--- config.mk ---
export PLATFORM = sky130hd
export DESIGN_NAME = serial_word_tx
export DESIGN_NICKNAME = d
export VERILOG_FILES = /design/src/rtl/serial_word_pkg.sv /design/src/rtl/serial_word_tx_bit_timer.sv /design/src/rtl/serial_word_tx.sv
export SDC_FILE = /design/constraint.sdc
export NUM_CORES = 1
export LEC_CHECK = 0
export BUFFER_PORTS_ARGS = -buffer_cell sky130_fd_sc_hd__buf_2
export CORE_UTILIZATION = 40
export CTS_CLUSTER_SIZE = 30
export DETAILED_ROUTE_END_ITERATION = 10
export PLACE_DENSITY_LB_ADDON = 0.1
export SLEW_MARGIN = 25
export SYNTH_ARGS = -nofsm -noshare
export SYNTH_HDL_FRONTEND = slang
export SYNTH_SLANG_ARGS = --single-unit
--- constraint.sdc ---
create_clock -name clk -period 5.2 [get_ports clk]
set_input_delay 1.04 -clock clk [delete_from_list [all_inputs] [get_ports clk]]
set_output_delay 1.04 -clock clk [all_outputs]
set_load 0.05 [all_outputs]
--- src/rtl/serial_word_pkg.sv ---
// Shared definitions for the serial word link (transmitter and receiver).
// Latency: n/a (types, constants and a helper function only).
// Backpressure: n/a.
//
// Contents: frame state enum, default widths, line levels, frame_bits().
package serial_word_pkg;

  typedef enum logic [2:0] {
    ST_IDLE   = 3'd0,
    ST_START  = 3'd1,
    ST_TAG    = 3'd2,
    ST_DATA   = 3'd3,
    ST_PARITY = 3'd4,
    ST_STOP   = 3'd5
  } tx_state_e;

  localparam int DEF_DATA_W       = 16;
  localparam int DEF_TAG_W        = 2;
  localparam int DEF_CLKS_PER_BIT = 4;
  localparam int DEF_PARITY_EN    = 1;

  localparam logic IDLE_LEVEL  = 1'b1;
  localparam logic START_LEVEL = 1'b0;

  // Number of serial bits in one frame: start + tag + data + parity + stop.
  function automatic int frame_bits(input int tag_w, input int data_w, input int parity_en);
    return 1 + tag_w + data_w + parity_en + 1;
  endfunction

endpackage

--- src/rtl/serial_word_tx_bit_timer.sv ---
// Bit-period timer: counts 0..CLKS_PER_BIT-1 and wraps, tick on the last count.
// Latency: tick is combinational from the counter register.
// Backpressure: none; clear holds the count at 0.
//
// Ports: clk, rst (sync, active-high), clear (hold at 0), tick (last cycle of a bit).
module bit_timer #(
  parameter int CLKS_PER_BIT = 4
) (
  input  logic clk,
  input  logic rst,
  input  logic clear,
  output logic tick
);

  localparam int            CW   = (CLKS_PER_BIT > 1) ? $clog2(CLKS_PER_BIT) : 1;
  localparam logic [CW-1:0] LAST = CW'(CLKS_PER_BIT - 1);

  logic [CW-1:0] r_cnt;

  always_ff @(posedge clk) begin
    if (rst || clear) begin
      r_cnt <= '0;
    end else if (r_cnt == LAST) begin
      r_cnt <= '0;
    end else begin
      r_cnt <= r_cnt + CW'(1);
    end
  end

  // With CLKS_PER_BIT=1 the count never leaves 0, so tick is high every cycle.
  assign tick = (r_cnt == LAST);

endmodule

--- src/rtl/serial_word_tx.sv ---
// Bit-serial transmitter: frames {start, tag, data, parity, stop} onto tx_bit, MSB first.
// Latency: tx_bit drops to the start level the cycle after the transfer edge.
// Backpressure: in_ready only in IDLE; in_valid while busy is ignored, not queued.
//
// Ports: clk, rst (sync, active-high); in_valid/in_ready/in_data/in_tag accept one pair;
//        tx_bit serial line (idles 1), tx_busy frame in progress, tx_done pulse after stop.
module serial_word_tx
  import serial_word_pkg::*;
#(
  parameter int DATA_W       = DEF_DATA_W,
  parameter int TAG_W        = DEF_TAG_W,
  parameter int CLKS_PER_BIT = DEF_CLKS_PER_BIT,
  parameter int PARITY_EN    = DEF_PARITY_EN
) (
  input  logic              clk,
  input  logic              rst,
  input  logic              in_valid,
  output logic              in_ready,
  input  logic [DATA_W-1:0] in_data,
  input  logic [TAG_W-1:0]  in_tag,
  output logic              tx_bit,
  output logic              tx_busy,
  output logic              tx_done
);

  localparam int TOT_W = TAG_W + DATA_W;
  localparam int MAX_W = (DATA_W > TAG_W) ? DATA_W : TAG_W;
  localparam int IW    = $clog2(MAX_W) + 1;

  localparam logic [IW-1:0] TAG_LAST  = IW'(TAG_W - 1);
  localparam logic [IW-1:0] DATA_LAST = IW'(DATA_W - 1);

  tx_state_e        r_state;
  tx_state_e        w_state_nxt;
  logic [IW-1:0]    r_idx;
  logic [IW-1:0]    w_idx_nxt;
  logic [TOT_W-1:0] r_word;
  logic [TOT_W-1:0] w_word_nxt;
  logic             r_par;
  logic             r_tx_bit;
  logic             r_busy;
  logic             r_done;
  logic             w_line_nxt;
  logic             w_done_nxt;
  logic             w_xfer;
  logic             w_tick;

  assign in_ready = (r_state == ST_IDLE) && !rst;
  assign w_xfer   = in_valid && in_ready;

  // Timer is held at 0 throughout IDLE, so the start bit gets a full period
  // beginning the cycle after the transfer edge.
  bit_timer #(
    .CLKS_PER_BIT(CLKS_PER_BIT)
  ) u_bit_timer (
    .clk  (clk),
    .rst  (rst),
    .clear(r_state == ST_IDLE),
    .tick (w_tick)
  );

  // Next state, bit index and shift register.
  always_comb begin
    w_state_nxt = r_state;
    w_idx_nxt   = r_idx;
    w_word_nxt  = r_word;

    case (r_state)
      ST_IDLE: begin
        if (w_xfer) begin
          w_state_nxt = ST_START;
          w_idx_nxt   = '0;
        end
      end
      ST_START: begin
        if (w_tick) begin
          w_state_nxt = ST_TAG;
          w_idx_nxt   = '0;
        end
      end
      ST_TAG: begin
        if (w_tick) begin
          if (r_idx == TAG_LAST) begin
            w_state_nxt = ST_DATA;
            w_idx_nxt   = '0;
          end else begin
            w_idx_nxt = r_idx + IW'(1);
          end
        end
      end
      ST_DATA: begin
        if (w_tick) begin
          if (r_idx == DATA_LAST) begin
            w_state_nxt = (PARITY_EN != 0) ? ST_PARITY : ST_STOP;
            w_idx_nxt   = '0;
          end else begin
            w_idx_nxt = r_idx + IW'(1);
          end
        end
      end
      ST_PARITY: begin
        if (w_tick) begin
          w_state_nxt = ST_STOP;
        end
      end
      ST_STOP: begin
        if (w_tick) begin
          w_state_nxt = ST_IDLE;
        end
      end
      default: begin
        w_state_nxt = ST_IDLE;
        w_idx_nxt   = '0;
      end
    endcase

    // The MSB of the shift register is always the tag/data bit on the line;
    // shifting at the end of each tag/data bit presents the next one.
    if (w_xfer) begin
      w_word_nxt = {in_tag, in_data};
    end else if (w_tick && (r_state == ST_TAG || r_state == ST_DATA)) begin
      w_word_nxt = {r_word[TOT_W-2:0], 1'b0};
    end
  end

  // Line level for the next cycle, registered so tx_bit has no input path.
  always_comb begin
    w_line_nxt = IDLE_LEVEL;
    case (w_state_nxt)
      ST_IDLE:   w_line_nxt = IDLE_LEVEL;
      ST_START:  w_line_nxt = START_LEVEL;
      ST_TAG:    w_line_nxt = w_word_nxt[TOT_W-1];
      ST_DATA:   w_line_nxt = w_word_nxt[TOT_W-1];
      ST_PARITY: w_line_nxt = r_par;
      ST_STOP:   w_line_nxt = 1'b1;
      default:   w_line_nxt = IDLE_LEVEL;
    endcase
  end

  assign w_done_nxt = (r_state == ST_STOP) && w_tick;

  always_ff @(posedge clk) begin
    if (rst) begin
      r_state  <= ST_IDLE;
      r_idx    <= '0;
      r_tx_bit <= IDLE_LEVEL;
      r_busy   <= 1'b0;
      r_done   <= 1'b0;
    end else begin
      r_state  <= w_state_nxt;
      r_idx    <= w_idx_nxt;
      r_tx_bit <= w_line_nxt;
      r_busy   <= (w_state_nxt != ST_IDLE);
      r_done   <= w_done_nxt;
    end
  end

  // Payload and its even parity; only meaningful while a frame is running.
  always_ff @(posedge clk) begin
    r_word <= w_word_nxt;
    if (w_xfer) begin
      r_par <= ^{in_tag, in_data};
    end
  end

  assign tx_bit  = r_tx_bit;
  assign tx_busy = r_busy;
  assign tx_done = r_done;

endmodule

==> impl_metrics.py <==
metrics = {
    "run_status": {
        "status": "complete, no violations",
    },
    "sta": {
        "rsz0062_at_grt": "no",
        "min_period_ns": 2.78,
        "tightestPinTransition_ns": 0.700,
        "slew_violations": 0,
        "max_slew_margin_pct": 53.3,
        "fmax_ghz": 0.360,
        "setup_violations": 0,
        "min_period_over_period_pct": 53.4,
        "fin_skew_ns": 0.00690,
        "final.setup.tns_ns": 0,
        "hold_viol_final": 0,
    },
    "drt": {
        "vias_per_cell": 5.38,
        "routed_wl_mm": 3.23,
        "wire_per_inst_um": 14.5,
        "via_count": 1194,
        "first_iter_violations": 116,
        "firstDrtPassIters": 4,
        "route.detailed.drc": 0,
        "ant_nets": 0,
    },
    "synth": {
        "syn-num-nets": 175,
        "muxShareOfSynthArea_pct": 0,
        "yosys_warnings": 0,
        "avgSynthCellArea_um2": 11.5,
        "yosysTopAreaCellShare_pct": 31.7,
        "synth-async-reset-ratio_pct": 0,
        "seq_area_frac_synth_pct": 48.1,
        "synthTopCellsByArea": "edfxtp_1, dfxtp_1, a22o_1",
        "synth-edff-count": 18,
        "syn_inst": 149,
        "ys_ff_latch": 32,
        "synth_area_um2": 1710,
        "synth-simple-area-share_pct": 14.1,
        "synth-compound-area-share_pct": 19.8,
        "synth_cell_types": 47,
        "synth_adder_area_share_pct": 3.67,
        "synth_top_family_by_area": "compound AO/OA/AOI/OAI gates",
        "ys.flop_type": "edfxtp_1",
        "synth_top_area_cell": "edfxtp_1",
        "synth-xor-area-share_pct": 9.24,
    },
    "setup_path": {
        "timing.critical_path.buf_inv": 2,
        "worstSetupEndpointType": "output port",
        "r2r_slack_ns": 2.89,
        "slowest_delay_ns": 0.31,
        "path_max_fanout": 15,
        "worst_ep_arrival_time_ns": 1.74,
        "cp_cell_sequence": "buf_2 -> nor4_4 -> buf_2",
        "path_common_cell": "buf_2",
        "crit_path_start_kind": "input port",
        "crit_slowest_cell": "buf_2",
        "worstSetupPathType": "input port to output port",
        "critPathRequiredTime_ns": 4.16,
        "critPathTopFamily": "buffers and inverters",
    },
    "placed_design": {
        "portBuffers": 24,
        "gp_congestion": 0.659,
        "dp.cells": 214,
        "hpwlAfterDp_mm": 2.28,
        "placed_area_um2": 1830,
    },
    "clocking": {
        "clk_latency_ns": 0.28,
        "post_cts_buffers": 0,
        "clkTransAtPathRegs_ns": 0.06,
        "hold_buffers": 0,
        "root_buffer": "clkbuf_8",
        "htreeDepth": 2,
        "cts_tree": "done",
        "cts_max_path_buffers": 2,
        "clock_sinks": 32,
        "ctsResizeCount": 0,
        "cts_buffers": 5,
    },
    "die": {
        "die_h_um": 67.3,
        "placementRows": 23,
        "ios": 25,
        "die_w_um": 67.3,
        "start_util_pct": 42.1,
        "core_area_um2": 4060,
        "die_area_um2": 4530,
    },
    "pwr": {
        "power_mw": 0.583,
        "ir_worst_vdd_mv": 0.120,
        "leakage_nw": 0.719,
        "swShare_pct": 23.9,
        "power_frac_clock_pct": 35.2,
        "internal_power_mw": 0.443,
        "p_per_area_nw_per_um2": 302,
        "netSwitchingPower_mw": 0.140,
        "power_frac_seq_pct": 49.5,
        "p_comb_share_pct": 15.3,
    },
    "global_routing": {
        "grt_first_pass_wirelength_mm": 5.11,
        "grt_pass1_vias": 1099,
        "antenna_found_initial": 0,
        "grt-ovfl-total": 0,
        "grt_start_max_net_pins": 21,
        "grtUsageTotal_pct": 15.8,
    },
    "cells_and_area": {
        "area_growth_pct": 13.0,
        "drive_gt1_share_pct": 24.4,
        "final_common_cell": "buf_2",
        "design_area_um2": 1930,
        "final_cell_mix": "buf_2, edfxtp_1, a22o_1",
        "fin_nets": 197,
        "antennaDiodeCount": 0,
        "final_cells": 222,
    },
    "flow_run": {
        "max_cap_violations": 0,
    },
    "hold_path": {
        "hp-class": "flip-flop to flip-flop",
    },
}
## power groups by stage
stage	Sequential (mW)	Combinational (mW)	Clock, mW
floorplan	0.295	0.0647	0
global placement	0.295	0.0864	0
detailed placement	0.294	0.0897	0
CTS	0.289	0.0913	0.214
global route	0.290	0.0967	0.225
finish	0.289	0.0890	0.205
## logic make-up (layout without fill, tap and decap cells)
logic type / Yosys count / after routing
AO/OA/AOI/OAI: 42 / 42
AND/OR/NAND/NOR: 36 / 36
flip-flops: 32 / 32
XOR/XNOR: 18 / 18
buffers and inverters: 16 / 39
adder cells (fa/ha/maj): 5 / 5
## metal layers
layer / vias up / part of all wire [%] / wire (um) / global-route usage (%)
met5: - / 0 / 0 / 0
met4: 0 / 1.4 / 44 / 6.38
met1: 575 / 43 / 1400 / 18.0
li1: 591 / - / - / -
met3: 5 / 3.5 / 113 / 4.73
met2: 23 / 52 / 1670 / 27.4
## worst register-to-register path: cells and delay by family, from the launching register on
kind / cells / cell delay [ns]
AND/OR/NAND/NOR: 3 / 1.48
flip-flops: 1 / 0.48
## sequential cells by signal (all words and copies together) (netlist names)
| signal | count |
|---|---|
| r_word | 18 |
| u_bit_timer.r_cnt | 2 |
| tx_busy | 1 |
| r_par | 1 |
| tx_done | 1 |
| tx_bit | 1 |
| r_idx | 5 |
| r_state | 3 |
## final timing paths
kind                                     end                       startpoint  depth (start not counted)
max                                 in_ready                              rst                          3
min          u_bit_timer.r_cnt[0]$_SDFF_PP0_  u_bit_timer.r_cnt[0]$_SDFF_PP0_                          1
max reg2reg             r_word[13]$_DFFE_PP_            r_state[2]$_SDFF_PP0_                          3
min reg2reg  u_bit_timer.r_cnt[0]$_SDFF_PP0_  u_bit_timer.r_cnt[0]$_SDFF_PP0_                          1
## cell usage after synthesis, types with 2 or more instances
cell type  count
a21oi_1        8
a22o_1        16
a22oi_1        2
and3_1         2
buf_2          3
buf_4          2
buf_6          2
dfxtp_1       14
edfxtp_1      18
ha_1           5
inv_1          6
nand2_1        5
nand3_1        2
nor2_1         7
nor2b_1        2
o21a_1         2
o21ai_0        4
or3_1          3
or4_1          2
xnor2_1       15
xor2_1         3
## per-stage QoR
| step | util, % | setup WS (ns) | hold WS, ns |
|---|---|---|---|
| 6_report | 47.5 | 2.42 | 0.430 |
| 5_1_grt | 47.5 | 2.35 | 0.449 |
| 4_1_cts | 47.5 | 2.41 | 0.435 |
| 3_5_place_dp | 45.1 | 2.27 | 0.425 |
| 3_3_place_gp | 45.1 | 2.33 | 0.420 |
| 2_1_floorplan | - | 2.56 | 0.405 |
## layout make-up
cell class	count	area (um2)
clock buffers	8	100
fillers	391	2130
flip-flops and latches	32	821
repair buffers	24	120
multi-input cells	101	800
inverters	7	26.3
well taps	50	62.6
No activity file was read; power rests on OpenSTA's default activity.
